--- src/rtl/zapper_sense.sv ---
// ----------------------------------------------------------------------------
// zapper_sense
//
// Emulates the NES Zapper photodiode and trigger from a host-supplied aim
// point. The PPU pixel stream is watched inside a square window around the
// aim point; a window line with enough bright pixels fires the light sense,
// which then stays asserted for a fixed number of scanlines. The block also
// produces the crosshair overlay code for the video stage.
//
// Ports:
//   clk         system clock
//   reset       synchronous active-high reset
//   ce_pix      one-clock pixel strobe, all pixel sampling happens on it
//   enable      gun attached; low forces light and reticle to 0
//   color       PPU palette index of the current pixel
//   count_h     PPU dot (0..340)
//   count_v     PPU line (511 = pre-render)
//   pos_x       aim X, 0..255 on-screen
//   pos_y       aim Y, 0..239 on-screen
//   trigger_in  raw asynchronous trigger button
//   light       photodiode sees light (active high)
//   trigger     debounced trigger (active high)
//   reticle     bit0 = draw crosshair, bit1 = trigger-held colour
// ----------------------------------------------------------------------------
module zapper_sense #(
    parameter int RADIUS      = 4,
    parameter int THRESH      = 4,
    parameter int LIGHT_LINES = 26,
    parameter int DEBOUNCE    = 65535,
    parameter int CROSS       = 3
) (
    input  logic       clk,
    input  logic       reset,
    input  logic       ce_pix,
    input  logic       enable,
    input  logic [5:0] color,
    input  logic [8:0] count_h,
    input  logic [8:0] count_v,
    input  logic [8:0] pos_x,
    input  logic [8:0] pos_y,
    input  logic       trigger_in,
    output logic       light,
    output logic       trigger,
    output logic [1:0] reticle
);

    localparam int LW = $clog2(LIGHT_LINES + 1);
    localparam int DW = (DEBOUNCE > 1) ? $clog2(DEBOUNCE) : 1;

    typedef enum logic [1:0] {
        IDLE,
        SENSE,
        HOLD,
        RESENSE
    } state_t;

    state_t          state_q, state_d;
    logic [3:0]      brightCnt_q, brightCnt_d;
    logic [LW-1:0]   lineCnt_q, lineCnt_d;
    logic [8:0]      prevV_q, prevV_d;
    logic            light_q, light_d;
    logic [1:0]      reticle_q, reticle_d;
    logic            sync1_q, sync2_q;
    logic            trigger_q, trigger_d;
    logic [DW-1:0]   debCnt_q, debCnt_d;

    logic [9:0] hExt, vExt, pxExt, pyExt;
    logic [9:0] xLo, xHi, yLo, yHi, xHiRaw, yHiRaw;
    logic [9:0] dx, dy;
    logic       onScreen, bright, lineTick, inX, inY, entry, atXHi, pass, retOn;
    logic [3:0] startCnt, countNext;

    // Window geometry and pixel classification. Everything is widened to
    // 10 bits so that subtracting the radius near the screen edge clamps
    // to 0 instead of wrapping into the high dot numbers.
    always_comb begin
        hExt     = {1'b0, count_h};
        vExt     = {1'b0, count_v};
        pxExt    = {1'b0, pos_x};
        pyExt    = {1'b0, pos_y};
        xLo      = (pxExt < 10'(RADIUS)) ? 10'd0 : (pxExt - 10'(RADIUS));
        yLo      = (pyExt < 10'(RADIUS)) ? 10'd0 : (pyExt - 10'(RADIUS));
        xHiRaw   = pxExt + 10'(RADIUS);
        yHiRaw   = pyExt + 10'(RADIUS);
        xHi      = (xHiRaw > 10'd255) ? 10'd255 : xHiRaw;
        yHi      = (yHiRaw > 10'd239) ? 10'd239 : yHiRaw;
        onScreen = (pxExt <= 10'd255) && (pyExt <= 10'd239);
        bright   = (color[5:4] >= 2'd2) && (color[3:0] <= 4'hC);
        lineTick = ce_pix && (count_v != prevV_q);
        inY      = onScreen && (vExt >= yLo) && (vExt <= yHi);
        inX      = (hExt >= xLo) && (hExt <= xHi);
        entry    = inY && (hExt == xLo);
        atXHi    = (hExt == xHi);
        startCnt = bright ? 4'd1 : 4'd0;
        if (inX && bright) begin
            countNext = (brightCnt_q == 4'hF) ? 4'hF : (brightCnt_q + 4'd1);
        end else begin
            countNext = brightCnt_q;
        end
        pass     = (countNext >= 4'(THRESH));
        dx       = (hExt >= pxExt) ? (hExt - pxExt) : (pxExt - hExt);
        dy       = (vExt >= pyExt) ? (vExt - pyExt) : (pyExt - vExt);
        retOn    = enable && onScreen &&
                   (((vExt == pyExt) && (dx <= 10'(CROSS))) ||
                    ((hExt == pxExt) && (dy <= 10'(CROSS))));
    end

    // Sensing state machine. HOLD keeps light asserted while counting down
    // scanlines; RESENSE is HOLD with a window line being re-evaluated, so
    // a passing line refreshes the hold and a failing one leaves it alone.
    // A line tick aborts any evaluation in progress, and the tick that runs
    // the hold out may immediately start sensing on the new line.
    always_comb begin
        state_d     = state_q;
        brightCnt_d = brightCnt_q;
        lineCnt_d   = lineCnt_q;
        if (!enable) begin
            state_d = IDLE;
        end else if (ce_pix) begin
            unique case (state_q)
                IDLE: begin
                    if (entry) begin
                        state_d     = SENSE;
                        brightCnt_d = startCnt;
                    end
                end
                SENSE: begin
                    if (lineTick) begin
                        state_d = IDLE;
                    end else begin
                        brightCnt_d = countNext;
                        if (atXHi) begin
                            if (pass) begin
                                state_d   = HOLD;
                                lineCnt_d = LW'(LIGHT_LINES);
                            end else begin
                                state_d = IDLE;
                            end
                        end
                    end
                end
                HOLD, RESENSE: begin
                    if (lineTick && (lineCnt_q <= LW'(1))) begin
                        lineCnt_d = '0;
                        if (entry) begin
                            state_d     = SENSE;
                            brightCnt_d = startCnt;
                        end else begin
                            state_d = IDLE;
                        end
                    end else if ((state_q == RESENSE) && !lineTick) begin
                        brightCnt_d = countNext;
                        if (atXHi) begin
                            state_d = HOLD;
                            if (pass) begin
                                lineCnt_d = LW'(LIGHT_LINES);
                            end
                        end
                    end else begin
                        if (lineTick) begin
                            lineCnt_d = lineCnt_q - LW'(1);
                        end
                        if (entry) begin
                            state_d     = RESENSE;
                            brightCnt_d = startCnt;
                        end else begin
                            state_d = HOLD;
                        end
                    end
                end
                default: state_d = IDLE;
            endcase
        end
    end

    // Light follows the next state directly so it rises on the same edge
    // that samples the last window pixel. The previous line number and the
    // crosshair code only move on pixel strobes; detaching the gun clears
    // the crosshair at once.
    always_comb begin
        light_d = enable && ((state_d == HOLD) || (state_d == RESENSE));
        prevV_d = ce_pix ? count_v : prevV_q;
        if (!enable) begin
            reticle_d = 2'b00;
        end else if (ce_pix) begin
            reticle_d = {retOn && trigger_q, retOn};
        end else begin
            reticle_d = reticle_q;
        end
    end

    // Trigger debounce. The counter only runs while the synchronised button
    // disagrees with the published trigger, so any bounce shorter than the
    // terminal count resets it and leaves the trigger unchanged.
    always_comb begin
        trigger_d = trigger_q;
        debCnt_d  = debCnt_q;
        if (sync2_q == trigger_q) begin
            debCnt_d = '0;
        end else if (debCnt_q == DW'(DEBOUNCE - 1)) begin
            trigger_d = sync2_q;
            debCnt_d  = '0;
        end else begin
            debCnt_d = debCnt_q + DW'(1);
        end
    end

    // All state registers, cleared together by the synchronous reset.
    always_ff @(posedge clk) begin
        if (reset) begin
            state_q     <= IDLE;
            brightCnt_q <= '0;
            lineCnt_q   <= '0;
            prevV_q     <= '0;
            light_q     <= 1'b0;
            reticle_q   <= 2'b00;
            sync1_q     <= 1'b0;
            sync2_q     <= 1'b0;
            trigger_q   <= 1'b0;
            debCnt_q    <= '0;
        end else begin
            state_q     <= state_d;
            brightCnt_q <= brightCnt_d;
            lineCnt_q   <= lineCnt_d;
            prevV_q     <= prevV_d;
            light_q     <= light_d;
            reticle_q   <= reticle_d;
            sync1_q     <= trigger_in;
            sync2_q     <= sync1_q;
            trigger_q   <= trigger_d;
            debCnt_q    <= debCnt_d;
        end
    end

    assign light   = light_q;
    assign trigger = trigger_q;
    assign reticle = reticle_q;

endmodule
--- config.mk ---
export PLATFORM = sky130hd
export DESIGN_NAME = zapper_sense
export DESIGN_NICKNAME = d
export VERILOG_FILES = /design/src/rtl/zapper_sense.sv
export SDC_FILE = /design/constraint.sdc
export NUM_CORES = 1
export LEC_CHECK = 0
export ABC_AREA = 1
export BUFFER_PORTS_ARGS = -buffer_cell sky130_fd_sc_hd__buf_2
export CORE_UTILIZATION = 45
export DETAILED_ROUTE_END_ITERATION = 16
export GPL_TIMING_DRIVEN = 0
export PLACE_DENSITY_LB_ADDON = 0.12
export SETUP_SLACK_MARGIN = 0.1
export SLEW_MARGIN = 20
export SYNTH_ARGS = -nofsm -noshare
export SYNTH_HDL_FRONTEND = slang
export SYNTH_SLANG_ARGS = --single-unit
--- constraint.sdc ---
create_clock -name clk -period 4.7 [get_ports clk]
set_clock_uncertainty 0.15 [all_clocks]
set_input_delay 1.41 -clock clk [delete_from_list [all_inputs] [get_ports clk]]
set_output_delay 1.41 -clock clk [all_outputs]
set_load 0.005 [all_outputs]
# After elaboration in Yosys (flattened, before gate mapping)
# Cells that the tools add are included.
[totals] reg_bits=42 inputBits=47 elab_cells=116 output_inout_bits=4
[classes] bitwise=2 n_lt_le_gt_ge=18 eq_ne=15 mux=33 n_reduce_logical=27 addsub=11
[ops] operator="10-bit 2-to-1 mux" count=6
[ops] operator="9-bit by 9-bit subtractor with 10-bit output" count=4
[ops] operator="5-bit 2-to-1 mux" count=6
[ops] operator="4-bit 2-to-1 mux" count=6
[ops] operator="9-bit by 3-bit adder with 10-bit output (second input constant)" count=2
[ops] operator="9-bit by 10-bit == test with 1-bit output" count=2
[ops] operator="9-bit by 10-bit greater-or-equal comparator with 1-bit output" count=2
[ops] operator="10-bit by 8-bit > comparator with 1-bit output (second input constant)" count=2
[ops] operator="10-bit by 2-bit less-or-equal comparator with 1-bit output (second input constant)" count=2
[ops] operator="9-bit by 10-bit less-or-equal comparator with 1-bit output" count=2
[ops] operator="9-bit by 3-bit subtractor with 10-bit output (second input constant)" count=2
[ops] operator="9-bit == test" count=2
[ops] operator="9-bit greater-or-equal comparator" count=2
[ops] operator="9-bit by 8-bit less-or-equal comparator with 1-bit output (second input constant)" count=2
[ops] operator="9-bit by 3-bit < comparator with 1-bit output (second input constant)" count=2
[ops] operator="2-bit 2-to-1 mux" count=9
[ops] operator="16-bit by 1-bit adder with 16-bit output (second input constant)" count=1
[ops] operator="16-bit == test (second input constant)" count=1
[ops] operator="1-bit logical AND" count=16
[ops] operator="4-bit case mux with 3 select lines" count=1
[ops] operator="5-bit case mux with 2 select lines" count=1
[ops] operator="9-bit inequality test" count=1
[ops] operator="2-bit == test (second input constant)" count=4
[ops] operator="2-bit case mux with 3 select lines" count=1
[ops] operator="22 further kinds" count=27

# Logic depth before layout (Yosys ltp)
# Gate-level depths: netlist of the first run.
[depth] word_depth=17 mapped_depth=24 depth_no_buf=24

# Least setup slack after synthesis of the first run
# OpenSTA, ideal clock, no wires.
[synth_timing] path_kind="input to register" start="input pos_x[2]" end="register lineCnt_q[0]" setup_time_ns=0.132 path_buffers=0 cell_stages=21 t_arrival_ns=3.579 required_time_ns=4.418 slack_ns=0.839 cell_sequence="ha_1 > nand4_1 > nor2_1 > o21ai_0 > o21a_1 > inv_1 > a21oi_1 > ha_1 > nand2_1 > nor2_1 > nand4_1 > nand2_1 > nand3_2 > inv_2 > nand2_1 > nand3_1 > nand2_1 > nand2_1 > nand2_2 > nand2_1 > a21oi_2"
[synth_via] elab_chain_cells=13 elab_cells_between_ends=19 cone_classes="add/sub: 2; order compare: 5; eq/ne: 1; mux: 9; reduce/logical: 2"
[synth_lines] item="start: declaration" line_no="39" source="input logic [8:0] pos_x,"
[synth_lines] item="9-bit by 3-bit adder with 10-bit output" line_no="83" source="xHiRaw = pxExt + 10'(RADIUS);"
[synth_lines] item="10-bit by 8-bit > comparator with 1-bit output" line_no="85" source="xHi = (xHiRaw > 10'd255) ? 10'd255 : xHiRaw;"
[synth_lines] item="10-bit 2-to-1 mux" line_no="85"
[synth_lines] item="9-bit by 10-bit less-or-equal comparator with 1-bit output" line_no="91" source="inX = (hExt >= xLo) && (hExt <= xHi);"
[synth_lines] item="1-bit logical AND" line_no="91"
[synth_lines] item="1-bit logical AND" line_no="95" source="if (inX && bright) begin"
[synth_lines] item="4-bit 2-to-1 mux" line_no="95"
[synth_lines] item="4-bit by 3-bit greater-or-equal comparator with 1-bit output" line_no="100" source="pass = (countNext >= 4'(THRESH));"
[synth_lines] item="5-bit 2-to-1 mux"
[synth_lines] item="5-bit 2-to-1 mux (*)"
[synth_lines] item="5-bit 2-to-1 mux (2 in a row)"
[synth_lines] item="5-bit case mux with 2 select lines (*)"
[synth_lines] item="end signal: assignment" line_no="224" source="lineCnt_q <= lineCnt_d;"
[synth_lines] item="end: declaration" line_no="59" source="logic [LW-1:0] lineCnt_q, lineCnt_d;"
# Every way passes the cells marked *; elsewhere a longest branch is shown, timed or not. The select of a mux whose other input is x is not followed.
# A chain may end at the register's enable or synchronous reset.

# Worst setup path after layout of the first run
[layout_timing] start="input pos_x[3]" end="register lineCnt_q[2]"
# The elaborated chain is that of the path after synthesis.

==> results of run 1 <==
per-stage QoR:
| step | instance area, sq um | std cells |
|---|---|---|
| 4_1_cts | 6430 | 1202 |
| 5_1_grt | 6440 | 1202 |
| 3_5_place_dp | 6270 | 1194 |
| 2_1_floorplan | 5810 | 974 |
| 6_report | 6440 | 1202 |
| 3_3_place_gp | 6270 | 1194 |
worst min-delay path: cells and delay by family, from the launching register on:
kind          cells  cell delay, ps
buf+inv           1              40
flops             1             290
simple gates      1              30
layout make-up:
type	instances	area share, %
clock buffer	7	2.06
inverter	159	9.27
buffer	12	1.21
multi-input combinational	761	66.9
clock inverter	1	0.467
timing repair buffer	48	3.73
tap	172	3.34
sequential	42	13.1
power by group through the flow:
stage / clock network [mW] / registers (mW) / logic (mW)
2_1_floorplan: 0 / 0.374 / 0.359
3_3_place_gp: 0 / 0.375 / 0.486
3_5_place_dp: 0 / 0.375 / 0.489
4_1_cts: 0.394 / 0.367 / 0.491
5_1_grt: 0.407 / 0.368 / 0.565
6_report: 0.381 / 0.367 / 0.491
state kept, by name (all words and copies together) (netlist names):
name	count
debCnt_q	16
prevV_q	9
trigger	1
lineCnt_q	5
state_q	2
reticle	2
brightCnt_q	4
light	1
sync1_q	1
sync2_q	1
kinds of logic after synthesis:
| kind of cell | Yosys count |
|---|---|
| AOI/OAI and AO/OA | 125 |
| xor gates and xnor gates | 26 |
| buffers and inverters | 171 |
| other | 1 |
| adders and majority gates | 85 |
| and+or+nand+nor | 523 |
| DFF | 42 |
how the worst max path moves through the flow:
stage                                endpoint
floorplan           lineCnt_q[0]$_SDFFE_PP0P_
global placement    lineCnt_q[0]$_SDFFE_PP0P_
detailed placement  lineCnt_q[0]$_SDFFE_PP0P_
CTS                 lineCnt_q[0]$_SDFFE_PP0P_
global route        lineCnt_q[0]$_SDFFE_PP0P_
finish              lineCnt_q[2]$_SDFFE_PP0P_
synth_stat cells, types with 9 or more instances:
library cell,instances,area (sq um)
dfxtp_1,42,841
a21oi_1,63,315
nand3_1,89,445
nor2_1,94,353
nand2_1,278,1040
xor2_1,19,166
nor3_1,9,45.0
inv_2,11,41.3
ha_1,81,1010
o21ai_0,36,180
nand4_1,16,100
inv_1,148,556
layer usage:
metal  up-vias  part of all wire, %  routed length, um  track usage (%)
li1       3224                    -                  -                -
met1      2599                   50               7110             30.1
met2        95                   46               6560             38.3
met3        18                  3.0                433             1.78
met4         0                  1.5                218             5.04
met5         -                    0                  0                0
repair_timing:
action	in CTS	in global routing
gates resized for setup	0	2
setup endpoints to repair	0	2
setup buffers	0	0
hold buffers	0	0
hold endpoints to repair	0	0
==> results.cfg, run 1 <==
[logic_synthesis]
synth_edf_count = 0
yosysWarningCount = 0
synth-compound-area-share_pct = 12.1
synth-main-ff-cell = dfxtp_1
synthDistinctLibCells = 45
synth-async-reset-ratio_pct = 0
synth_mux_area_share_pct = 0
synthXorXnorAreaFrac_pct = 3.92
syn_area_per_cell_sq_um = 5.97
synthAdderAreaFrac_pct = 18.8
synthSimpleGateAreaFrac_pct = 39.0
seq_area_frac_synth_pct = 14.5
syn_inst = 973
synth_top_family_by_area = simple AND/OR/NAND/NOR gates
netlist_area_sq_mm = 0.00581
ys_ff_latch = 42

[floorplanning]
core_sq_mm = 0.0126
io_pins = 51
die_area_sq_mm = 0.0134
die_h_um = 116
rows = 41
die_x_um = 116
initial_core_util_pct = 46.0

[timing]
finalCritPeriodShare_pct = 88.7
hold_violations = 0
tns_ps = 0
rsz0062_at_grt = no
fmax_mhz = 240
fin_ws_ps = 532
tightest_slew_ps = 538
worst_hold_slack_ps = 250
slew_headroom_pct = 64.1
min_period_ps = 4170
finalSetupViolCount = 0
maxSlewViolCount = 0

[setup_path]
crit_type = primary input to register
rrSetupSlack_ps = 2530
required_ps = 4700
crit_path_top_delay_cell = ha_1
ff2ff_path_depth = 9
crit_buf_inv = 3
r2r-end = lineCnt_q[2]$_SDFFE_PP0P_
setup.worst_path.end_class = register
r2r-start = prevV_q[0]$_SDFFE_PP0P_
crit_chain = buf_2 > ha_1 > nand4_1 > nor2_1 > o21ai_0 > o21a_1 > inv_1 > a21oi_1 > ha_1 > nand2_1 > nor2_2 > nand4_1 > nand2_1 > nand3_2 > inv_2 > nand2_1 > nand3_1 > nand2_1 > nand2_1 > nand2_2 > nand2_1 > a21oi_2
cp_max_fo = 7
cpPeakStageDelay_ps = 290
cpMostUsedCell = nand2_1
cp.depth = 22
arrival_ps = 4160
cp_top_family = simple AND/OR/NAND/NOR gates
start_kind = primary input
critical_path.startpoint = pos_x[3]

[layout]
utilization_pct = 51.0
syn_to_final_growth_pct = 10.8
mostFrequentLayoutCells = nand2_1, inv_1, nor2_1
regArea_sq_um = 841
layout.nets = 1161
n_fill_cell = 1431
multi_input_area_sq_mm = 0.00430
antenna_cells = 0
final_common_cell = nand2_1
drive_above_1_share_pct = 10.6

[hold_path]
worstHoldPathCells = 2
hold_end = sync2_q$_SDFF_PP0_
min_path_type = register to register
holdCritStartpoint = sync1_q$_SDFF_PP0_

[routing]
wl_per_cell_um = 11.9
drt_iter0_markers = 316
dr.pass1.iters = 6
num_vias = 5936
drc = 0
viasPerCell = 4.94
drt-total-wl_um = 14300
antenna_left = 0

[global_routing]
antenna_found_initial = 0
overflow = 0
grt_start_max_net_pins = 13
grt_pass1_wl_um = 24000
grt_util_all_layers_pct = 22.2
grt_pass1_vias = 5238

[clock_network]
cts.sinks = 42
cts_buffers = 5
htreeDepth = 2
clk_latency_ps = 280
cts_tree = built
cts_buffer_depth = 2
root_buffer = clkbuf_16
path_clk_slew_ps = 50

[flow_run]
maxCapViolCount = 0

[power]
p_int_mw = 0.792
powerDensity_mw_per_mm2 = 193
power_frac_clock_pct = 30.7
finalPower_mw = 1.24
swShare_pct = 36.1
sequentialPowerShare_pct = 29.6
ir_drop_mv = 0.359
pwr-share-comb_pct = 39.6
p_leak_nw = 3.48
p_sw_mw = 0.448

[placed_design]
place_ws_ps = 221
dp_hpwl_um = 12200
portBuffers = 48
gp_congestion = 0.929

[outcome]
status = completed
Note: power is estimated with default switching activity, not from simulation.
==> inputs of run 2 (changes only) <==
SLEW_MARGIN = 0   (was 20)
clock period = 4.5 ns   (was 4.7 ns; I/O delays follow)
==> run 2 against run 1 <==
Net effect:
- final cell count unchanged
- clock power increased by 4%
- power is 4.5% higher
- design area up 0.12%
- register-to-register slack lost 220 ps
- non-clock buffer count is the same
- via count decreased by 0.32%
- die area stayed put
- first-iteration DRC count decreased by 2.5%
- clock-buffer cell count stayed put
==> results.cfg, run 2 (synthesis results as in run 1) <==
[routing]
drc = 0
routed.top_layer = met4
wl_met3_um = 409
dr.pass1.iters = 6
drt_iter0_markers = 308
viasPerCell = 4.92
drt-met1-wl_um = 7160
wl_met2_um = 6610
drt-total-wl_um = 14400
wl_per_cell_um = 12.0
num_vias = 5917
antenna_left = 0

[setup_path]
ff2ff_path_depth = 9
r2r-end = lineCnt_q[2]$_SDFFE_PP0P_
cpMostUsedCell = nand2_1
arrival_ps = 4020
start_kind = primary input
crit_path_top_delay_cell = ha_1
crit_type = primary input to register
cp_max_fo = 6
required_ps = 4500
setup.worst_path.end_class = register
cpPeakStageDelay_ps = 280
rrSetupSlack_ps = 2310
crit_buf_inv = 6
r2r-start = prevV_q[0]$_SDFFE_PP0P_
cp_top_family = simple AND/OR/NAND/NOR gates

[power]
p_sw_mw = 0.468
pwr-share-comb_pct = 39.6
powerDensity_mw_per_mm2 = 201
swShare_pct = 36.2
finalPower_mw = 1.30
p_leak_nw = 3.48
sequentialPowerShare_pct = 29.6
p_int_mw = 0.827
power_frac_clock_pct = 30.7
ir_drop_mv = 0.377

[flow_run]
maxCapViolCount = 0

[clock_network]
path_clk_slew_ps = 50
cts_buffers = 5
clk_latency_ps = 280
hold_buffers = 0
cts_buffer_depth = 2
htreeDepth = 2
cts_tree = built
root_buffer = clkbuf_16
cts.sinks = 42

[timing]
tightest_slew_ps = 521
min_period_ps = 4020
fmax_mhz = 249
hold_violations = 0
finalSetupViolCount = 0
maxSlewViolCount = 0
tns_ps = 0
finalCritPeriodShare_pct = 89.4
rsz0062_at_grt = no
slew_headroom_pct = 65.0

[floorplanning]
core_sq_mm = 0.0126
initial_core_util_pct = 46.0
io_pins = 51
die_h_um = 116
die_area_sq_mm = 0.0134
rows = 41
die_x_um = 116

[layout]
largest_reg_flops = 16
n_fill_cell = 1431
final_common_cell = nand2_1
top_regs = debCnt_q (16), prevV_q (9), lineCnt_q (5)
drive_above_1_share_pct = 11.0
antenna_cells = 0
top_register = debCnt_q
syn_to_final_growth_pct = 10.9
mostFrequentLayoutCells = nand2_1, inv_1, nor2_1
layout.nets = 1161

[hold_path]
hold_end = sync2_q$_SDFF_PP0_
holdCritStartpoint = sync1_q$_SDFF_PP0_
worstHoldPathCells = 2
min_path_type = register to register

[outcome]
status = completed

[global_routing]
overflow = 0
grt_start_max_net_pins = 13
grt_util_all_layers_pct = 22.2
antenna_found_initial = 0
grt_pass1_wl_um = 24000
grt_pass1_vias = 5238

[placed_design]
dp_hpwl_um = 12200
gp_congestion = 0.929
portBuffers = 48
run 2: metal layers:
layer  vias to the layer above  track usage [%]
met2                        95             38.3
li1                       3223                -
met1                      2584             30.1
met3                        15             1.78
met4                         0             5.04
met5                         -                0
run 2: final cells by class:
class	count	area (sq um)	share of cell area [%]
Buffer	12	77.6	1.20
Clock buffer	7	133	2.06
Multi-Input combinational cell	761	4310	66.9
Clock inverter	1	30.0	0.466
Timing Repair Buffer	48	240	3.73
Tap cell	172	215	3.34
Inverter	159	597	9.26
Sequential cell	42	841	13.0
run 2: how the worst max path moves through the flow:
stage | startpoint | end | slack [ps] | depth (start not counted)
2_1_floorplan | pos_x[2] | lineCnt_q[0]$_SDFFE_PP0P_ | 700 | 21
3_3_place_gp | pos_x[3] | lineCnt_q[0]$_SDFFE_PP0P_ | 80 | 22
4_1_cts | pos_x[3] | lineCnt_q[0]$_SDFFE_PP0P_ | 370 | 22
3_5_place_dp | pos_x[3] | lineCnt_q[0]$_SDFFE_PP0P_ | 80 | 22
6_report | pos_x[2] | lineCnt_q[2]$_SDFFE_PP0P_ | 480 | 25
5_1_grt | pos_x[3] | lineCnt_q[0]$_SDFFE_PP0P_ | 130 | 22
run 2: what timing repair did:
action / in CTS / in global routing
setup buffers: 0 / 0
gates resized for setup: 0 / 6
endpoints found under the hold margin: 0 / 0
setup endpoints to repair: 0 / 8
run 2: power groups by stage:
stage	registers, mW	clock network [mW]	logic [mW]
final	0.384	0.398	0.513
after global routing	0.384	0.425	0.591
after CTS	0.383	0.412	0.513
after detailed placement	0.392	0	0.511
after global placement	0.392	0	0.507
after floorplan	0.391	0	0.375
run 2: tightest hold or removal path, cell delays in order (launching register included):
cell and delay, ps:
dfxtp_1 290, inv_1 40, nor2_1 30
run 2: metrics by stage:
step	setup slack (ps)	util (%)	hold WS (ps)	instances	area, sq um
after floorplan	699	-	238	974	5810
after global placement	80.5	49.7	241	1194	6270
after detailed placement	81.4	49.7	246	1194	6270
after CTS	366	51.0	253	1202	6430
after global routing	127	51.1	261	1202	6440
final	478	51.1	251	1202	6440
